[config.mk]
export PLATFORM = sky130hd
export DESIGN_NAME = mem_bus_arbiter
export DESIGN_NICKNAME = d
export VERILOG_FILES = /design/src/rtl/mem_bus_arbiter.sv
export SDC_FILE = /design/constraint.sdc
export NUM_CORES = 1
export LEC_CHECK = 0
export ABC_AREA = 1
export CORE_AREA = 5 5 193 195
export DETAILED_ROUTE_END_ITERATION = 6
export DIE_AREA = 0 0 198 200
export SYNTH_ARGS = -nofsm -noshare
export SYNTH_HDL_FRONTEND = slang
export SYNTH_SLANG_ARGS = --single-unit
[constraint.sdc]
create_clock -name clk -period 29.2 [get_ports clk]
set_clock_uncertainty 0.1 [all_clocks]
set_input_delay 8.76 -clock clk [delete_from_list [all_inputs] [get_ports clk]]
set_output_delay 8.76 -clock clk [all_outputs]
set_load 0.01 [all_outputs]
[src/rtl/mem_bus_arbiter.sv]
// Shares one memory bus port between instruction fetch (IF) and load/store (D).
// One outstanding transaction; D has priority with a bounded streak so IF cannot starve.
module mem_bus_arbiter #(
  parameter int ADDR_WIDTH  = 64,
  parameter int DATA_WIDTH  = 64,
  parameter int MAX_DSTREAK = 4
) (
  input  logic                    clk,
  input  logic                    rst,
  input  logic                    if_req,
  input  logic [ADDR_WIDTH-1:0]   if_addr,
  input  logic                    if_flush,
  output logic                    if_gnt,
  output logic                    if_rvalid,
  output logic [31:0]             if_rdata,
  input  logic                    d_req,
  input  logic                    d_we,
  input  logic [ADDR_WIDTH-1:0]   d_addr,
  input  logic [DATA_WIDTH-1:0]   d_wdata,
  input  logic [DATA_WIDTH/8-1:0] d_wmask,
  output logic                    d_gnt,
  output logic                    d_rvalid,
  output logic [DATA_WIDTH-1:0]   d_rdata,
  output logic                    mem_req,
  output logic                    mem_we,
  output logic [ADDR_WIDTH-1:0]   mem_addr,
  output logic [DATA_WIDTH-1:0]   mem_wdata,
  output logic [DATA_WIDTH/8-1:0] mem_wmask,
  input  logic                    mem_gnt,
  input  logic                    mem_rvalid,
  input  logic [DATA_WIDTH-1:0]   mem_rdata
);

  localparam int SW = $clog2(MAX_DSTREAK + 1);

  typedef enum logic [1:0] {IDLE, ISSUE, WAIT} state_t;
  typedef enum logic {OWN_IF, OWN_D} owner_t;

  state_t                  state_q, state_d;
  owner_t                  owner_q, owner_d;
  logic                    drop_q, drop_d;
  logic [SW-1:0]           streak_q, streak_d;
  logic                    mem_we_q, mem_we_d;
  logic [ADDR_WIDTH-1:0]   mem_addr_q, mem_addr_d;
  logic [DATA_WIDTH-1:0]   mem_wdata_q, mem_wdata_d;
  logic [DATA_WIDTH/8-1:0] mem_wmask_q, mem_wmask_d;
  logic                    if_rvalid_q, if_rvalid_d;
  logic [31:0]             if_rdata_q, if_rdata_d;
  logic                    d_rvalid_q, d_rvalid_d;
  logic [DATA_WIDTH-1:0]   d_rdata_q, d_rdata_d;

  logic streak_full;
  logic sel_d;
  logic sel_if;

  assign streak_full = (streak_q == SW'(MAX_DSTREAK));
  assign sel_d       = d_req && !(if_req && streak_full);
  assign sel_if      = !sel_d && if_req;

  always_comb begin
    state_d     = state_q;
    owner_d     = owner_q;
    drop_d      = drop_q;
    streak_d    = streak_q;
    mem_we_d    = mem_we_q;
    mem_addr_d  = mem_addr_q;
    mem_wdata_d = mem_wdata_q;
    mem_wmask_d = mem_wmask_q;
    if_rvalid_d = 1'b0;
    d_rvalid_d  = 1'b0;
    if_rdata_d  = if_rdata_q;
    d_rdata_d   = d_rdata_q;

    case (state_q)
      IDLE: begin
        if (sel_d) begin
          owner_d     = OWN_D;
          mem_we_d    = d_we;
          mem_addr_d  = d_addr;
          mem_wdata_d = d_wdata;
          mem_wmask_d = d_wmask;
          // The streak only grows while IF is actually being held off.
          streak_d    = if_req ? streak_q + SW'(1) : '0;
          state_d     = ISSUE;
        end else if (sel_if) begin
          owner_d     = OWN_IF;
          mem_we_d    = 1'b0;
          mem_addr_d  = if_addr;
          mem_wdata_d = '0;
          mem_wmask_d = '0;
          streak_d    = '0;
          state_d     = ISSUE;
        end
      end
      ISSUE: begin
        if (owner_q == OWN_IF && if_flush) drop_d = 1'b1;
        if (mem_gnt) state_d = WAIT;
      end
      WAIT: begin
        if (owner_q == OWN_IF && if_flush) drop_d = 1'b1;
        if (mem_rvalid) begin
          state_d     = IDLE;
          drop_d      = 1'b0;
          d_rvalid_d  = (owner_q == OWN_D);
          // A flush arriving with the response itself must also suppress it.
          if_rvalid_d = (owner_q == OWN_IF) && !drop_q && !if_flush;
          d_rdata_d   = mem_rdata;
          if_rdata_d  = mem_addr_q[2] ? mem_rdata[63:32] : mem_rdata[31:0];
        end
      end
      default: state_d = IDLE;
    endcase
  end

  always_ff @(posedge clk or posedge rst) begin
    if (rst) begin
      state_q     <= IDLE;
      owner_q     <= OWN_IF;
      drop_q      <= 1'b0;
      streak_q    <= '0;
      mem_we_q    <= 1'b0;
      mem_addr_q  <= '0;
      mem_wdata_q <= '0;
      mem_wmask_q <= '0;
      if_rvalid_q <= 1'b0;
      if_rdata_q  <= '0;
      d_rvalid_q  <= 1'b0;
      d_rdata_q   <= '0;
    end else begin
      state_q     <= state_d;
      owner_q     <= owner_d;
      drop_q      <= drop_d;
      streak_q    <= streak_d;
      mem_we_q    <= mem_we_d;
      mem_addr_q  <= mem_addr_d;
      mem_wdata_q <= mem_wdata_d;
      mem_wmask_q <= mem_wmask_d;
      if_rvalid_q <= if_rvalid_d;
      if_rdata_q  <= if_rdata_d;
      d_rvalid_q  <= d_rvalid_d;
      d_rdata_q   <= d_rdata_d;
    end
  end

  assign mem_req   = (state_q == ISSUE);
  assign if_gnt    = mem_req && mem_gnt && (owner_q == OWN_IF);
  assign d_gnt     = mem_req && mem_gnt && (owner_q == OWN_D);
  assign mem_we    = mem_we_q;
  assign mem_addr  = mem_addr_q;
  assign mem_wdata = mem_wdata_q;
  assign mem_wmask = mem_wmask_q;
  assign if_rvalid = if_rvalid_q;
  assign if_rdata  = if_rdata_q;
  assign d_rvalid  = d_rvalid_q;
  assign d_rdata   = d_rdata_q;

endmodule

Word level (Yosys, flattened, before mapping)
Cells that the tools add are included.
Widths: inputs -> output; s select.
- bitwise operators: 1
- muxes and demuxes: 25
- equality and inequality tests: 6
- reduce and logical (&&, ||, !) cells: 19
- add/subtract/negate cells: 1
- operators with widths (operator ; number):
    $mux 64 ; 4
    $mux 32 ; 1
    $mux 8 ; 2
    $logic_and 1x1->1 ; 9
    $mux 1 ; 9
    $mux 3 ; 3
    $mux 2 ; 4
    $pmux 2 s3 ; 1
    $logic_not 1->1 ; 4
    $reduce_and 2->1 ; 2
    $reduce_bool 2->1 ; 2
    $add 3x1->3 const B ; 1
    $eq 3x3->1 const B ; 1
    $ne 3x3->1 const B ; 1
    $reduce_and 3->1 ; 1
    $eq 2x1->1 const B ; 1
    $eq 2x2->1 const B ; 1
    $logic_not 2->1 ; 1
    $ne 2x1->1 const B ; 1
    $ne 2x2->1 const B ; 1
    $pmux 1 s2 ; 1
    $not 1->1 ; 1
- output and inout bits: 238
- flip-flop bits (word level): 242

Longest topological paths before layout
- depth after elaboration: 9
- mapped depth: 9
- mapped depth without buffers: 7

Worst setup path before layout
No wires, ideal clock.
- path kind: input-to-output
- from: input mem_gnt
- to: output d_gnt
- buffers on the path: 0
- data arrival time: 9.094 ns
- data required time: 20.340 ns
- setup slack: 11.246 ns
- stages on the path: 2
- path through: inv_1 -> nor3_1
- word-level cells in the longest chain between the ends: 2
- RTL lines (element ; RTL line ; source):
    from (decl) ; 29 ; input logic mem_gnt,
    $logic_and 1x1->1 (2 in a row) ; 147 ; assign d_gnt = mem_req && mem_gnt && (owner_q == OWN_D);
    to (decl) ; 21 ; output logic d_gnt,
No other way between the ends.

Worst setup path after layout
- from: input mem_gnt
- to: output if_gnt
- word-level cells in the longest chain between the ends: 2
- RTL lines (element ; RTL line ; source):
    $logic_and 1x1->1 (2 in a row) ; 146 ; assign if_gnt = mem_req && mem_gnt && (owner_q == OWN_IF);
    to (decl) ; 13 ; output logic if_gnt,
No other way between the ends.

==> results.md <==
* Yosys synthesis warning count at 0
* Worst rel slew slack at 0.2183
* Core box area at 35220 um^2
* CP arrival at 10.30 ns
* Total setup buffers inserted after CTS at 0
* Tmin final at 19.16 ns
* Setup WS pre-CTS at 9.991 ns
* 1st-iter DRT viols at 350
* Die area at 39600 um^2
* Final hold vios at 0
* Final TNS setup at 0 ns
* Mapped Nets at 1640
* Area grow syn2layout at 58.84%
* Hold buffers post-CTS at 0
* Port Buffers at 509
* Worst Hold Class: reg -> reg
* Synth Flop Type: dfrtp_1
* Largest net degree at the start of global routing at 121
* Slowest cell on crit path: clkdlybuf4s50_1
* Fillers at 3449
* Crit path max fanout at 3
* TritonCTS clock tree: done
* Worst skew pair latency at 0.54 ns
* Comb pwr share at 0.462
* Max-slew violation count at 0
* Final WL at 39820 um
* PostCTS Resize Cnt at 0
* Initial core utilization at 0.3050
* Register area share after synthesis at 0.5638
* Via count at 10334
* Sw Share at 0.3664
* Antenna Nets Post-Route at 0
* Clock transition at path regs at 0.06 ns
* Count leader, synth: nand2_1
* CTS Buffer Depth at 3
* Area leader, netlist: dfrtp_1
* Sink Count at 242
* Top-area cell type share of the netlist area at 0.5638
* Hold slack at 0.3345 ns
* CTS HTree Levels at 1
* Yosys cell types at 24
* VDD IR max at 0.05028 mV
* Critical Path RT at 20.34 ns
* Vias in the first global route at 10583
* Layout Nets at 2112
* Slowest Stage Delay on Critical Path at 0.61 ns
* Internal at 1093 uW
* Detailed Place HPWL at 28580 um
* Post-Syn Area at 10740 um^2
* Buf/Inv on CP at 3
* Post-synth EDFFs at 0
* Cell mode on critical path: clkdlybuf4s50_1
* Status: complete, no violations
* FFs w/ async S/R, synth at 1.000
* Overflow after GRT at 0
* Worst setup SP type: input pin
* # setup viols final at 0
* Setup ws final at 10.04 ns
* Cell Chain, Critical Path: clkdlybuf4s50_1 -> inv_1 -> nor3_1 -> clkdlybuf4s50_1
* Avg Cell Area, Syn at 7.887 um^2
* CP top delay family: buffers and inverters
* Height of the die at 200 um
* Vias/cell at 4.460
* Routed wire length per instance at 17.18 um
* Clk pwr share at 0.198
* Leak pwr at 0.008646 uW
* Num CTS Buffers at 28
* Reg power frac at 0.340
* GRT Total Usage at 0.1912
* Cell area after layout at 17060 um^2
* Max Freq at 52.20 MHz
* # rows at 69
* Die X at 198 um
* NetSw at 632.0 uW
* Commonest cells in the synthesized netlist: nand2_1 (649), dfrtp_1 (242), inv_1 (172)
* Initial antenna violation count at 5
* Layout cells sized above 1 at 0.03454
* Crit path capture type: output port
* Placed Area at 16160 um^2
* Worst-margin pin slew at 1.173 ns
* Area contributors post-synth: dfrtp_1 (56%), nand2_1 (23%), nand3_1 (6.1%)
* Cells after Synth at 1362
* Ports at 510
* Finished Core Util at 0.4844
* Max cap viols at 0
* Drt pass-1 iters at 5
* Residual DRC count at 0
* #FFs+latches synth at 242
* Clock root cell: clkbuf_16
* RSZ-0062 raised after global routing: no
* Final GP Congestion at 0.8472
* Critical path type: in -> out
* Final worst-path cycle share at 0.6561
* Power Dens Cells at 101.1 nW/um^2
* First-pass GRT wire length at 60420 um
[cells by family after synthesis]
family / share of synthesized area
flip-flops: 0.5638
AO/OA/AOI/OAI: 0.03972
buffers and inverters: 0.09412
adder cells (fa/ha/maj): 0.006989
XOR/XNOR: 0.0008155
AND/OR/NAND/NOR: 0.2946
[through the flow]
stage / instances / total power (uW)
floorplan: 1362 / 926.0
global placement: 2265 / 1388
detailed placement: 2265 / 1398
CTS: 2314 / 1752
global route: 2316 / 1849
finish: 2317 / 1725
[cells in the final DEF, fill, tap and decap left out, types with 2 or more instances in the layout]
cell / n
nand2_1: 648
clkdlybuf4s50_1: 508
dfrtp_1: 241
inv_1: 170
nand3_1: 130
o21ai_0: 37
o211ai_1: 29
clkbuf_16: 28
buf_4: 11
clkbuf_1: 7
ha_1: 6
clkbuf_8: 6
clkinv_2: 5
diode_2: 3
nor2_1: 3
nand4_1: 3
inv_2: 2
nor2_4: 2
nor3_1: 2
[sequential cells by signal, summed over array words and instances (netlist names)]
name and flops:
d_rdata 64, mem_we 1, if_rdata 32, d_rvalid 1, if_rvalid 1, state_q 2
drop_q 1, owner_q 1, mem_wdata 64, mem_wmask 8, streak_q 3, mem_addr 64
[area by class of cell]
cell class / instances / area [um^2] / area share
inverter: 173 / 656.9 / 0.03850
sequential: 242 / 6057 / 0.3550
timing repair buffer: 520 / 5172 / 0.3032
antenna: 3 / 7.507 / 0.0004400
clock buffer: 41 / 809.5 / 0.04745
tap: 461 / 576.8 / 0.03381
multi-input combinational: 869 / 3701 / 0.2169
clock inverter: 8 / 80.08 / 0.004693
[path summary, 6_finish.rpt]
path,start,end,slack [ns],cells after the start
worst max-delay path,mem_gnt,if_gnt,10.04,4
worst min-delay path,drop_q,if_rvalid,0.33,1
worst max register to register,state_q[0],mem_addr[11],26.48,7
worst min register to register,drop_q,if_rvalid,0.33,1
max in group asynchronous,rst,mem_addr[2],18.10,4
min in group asynchronous,rst,mem_wdata[47],8.68,2
[worst register-to-register path, cell delays in order (launching register included)]
cell and delay [ns]:
dfrtp_1 0.37, inv_1 0.09, ha_1 0.30, o21ai_4 0.13
buf_4 0.54, buf_4 0.78, nand2_1 0.22, nand2_1 0.12
[power groups by stage]
| stage | Clock (uW) | Combinational (uW) | Sequential (uW) |
|---|---|---|---|
| 2_1_floorplan | 0 | 268 | 658 |
| 3_3_place_gp | 0 | 804 | 584 |
| 3_5_place_dp | 0 | 810 | 588 |
| 4_1_cts | 352 | 812 | 588 |
| 5_1_grt | 365 | 874 | 610 |
| 6_report | 341 | 797 | 587 |
[layer usage]
layer  GRT usage  vias to the layer above  part of all wire
li1            -                     5074                 -
met1      0.2347                     4755              0.39
met2      0.3160                      426              0.47
met3     0.06714                       75              0.10
met4     0.06554                        4             0.036
met5           0                        -           0.00083
Note: power is estimated with default switching activity, not from simulation.
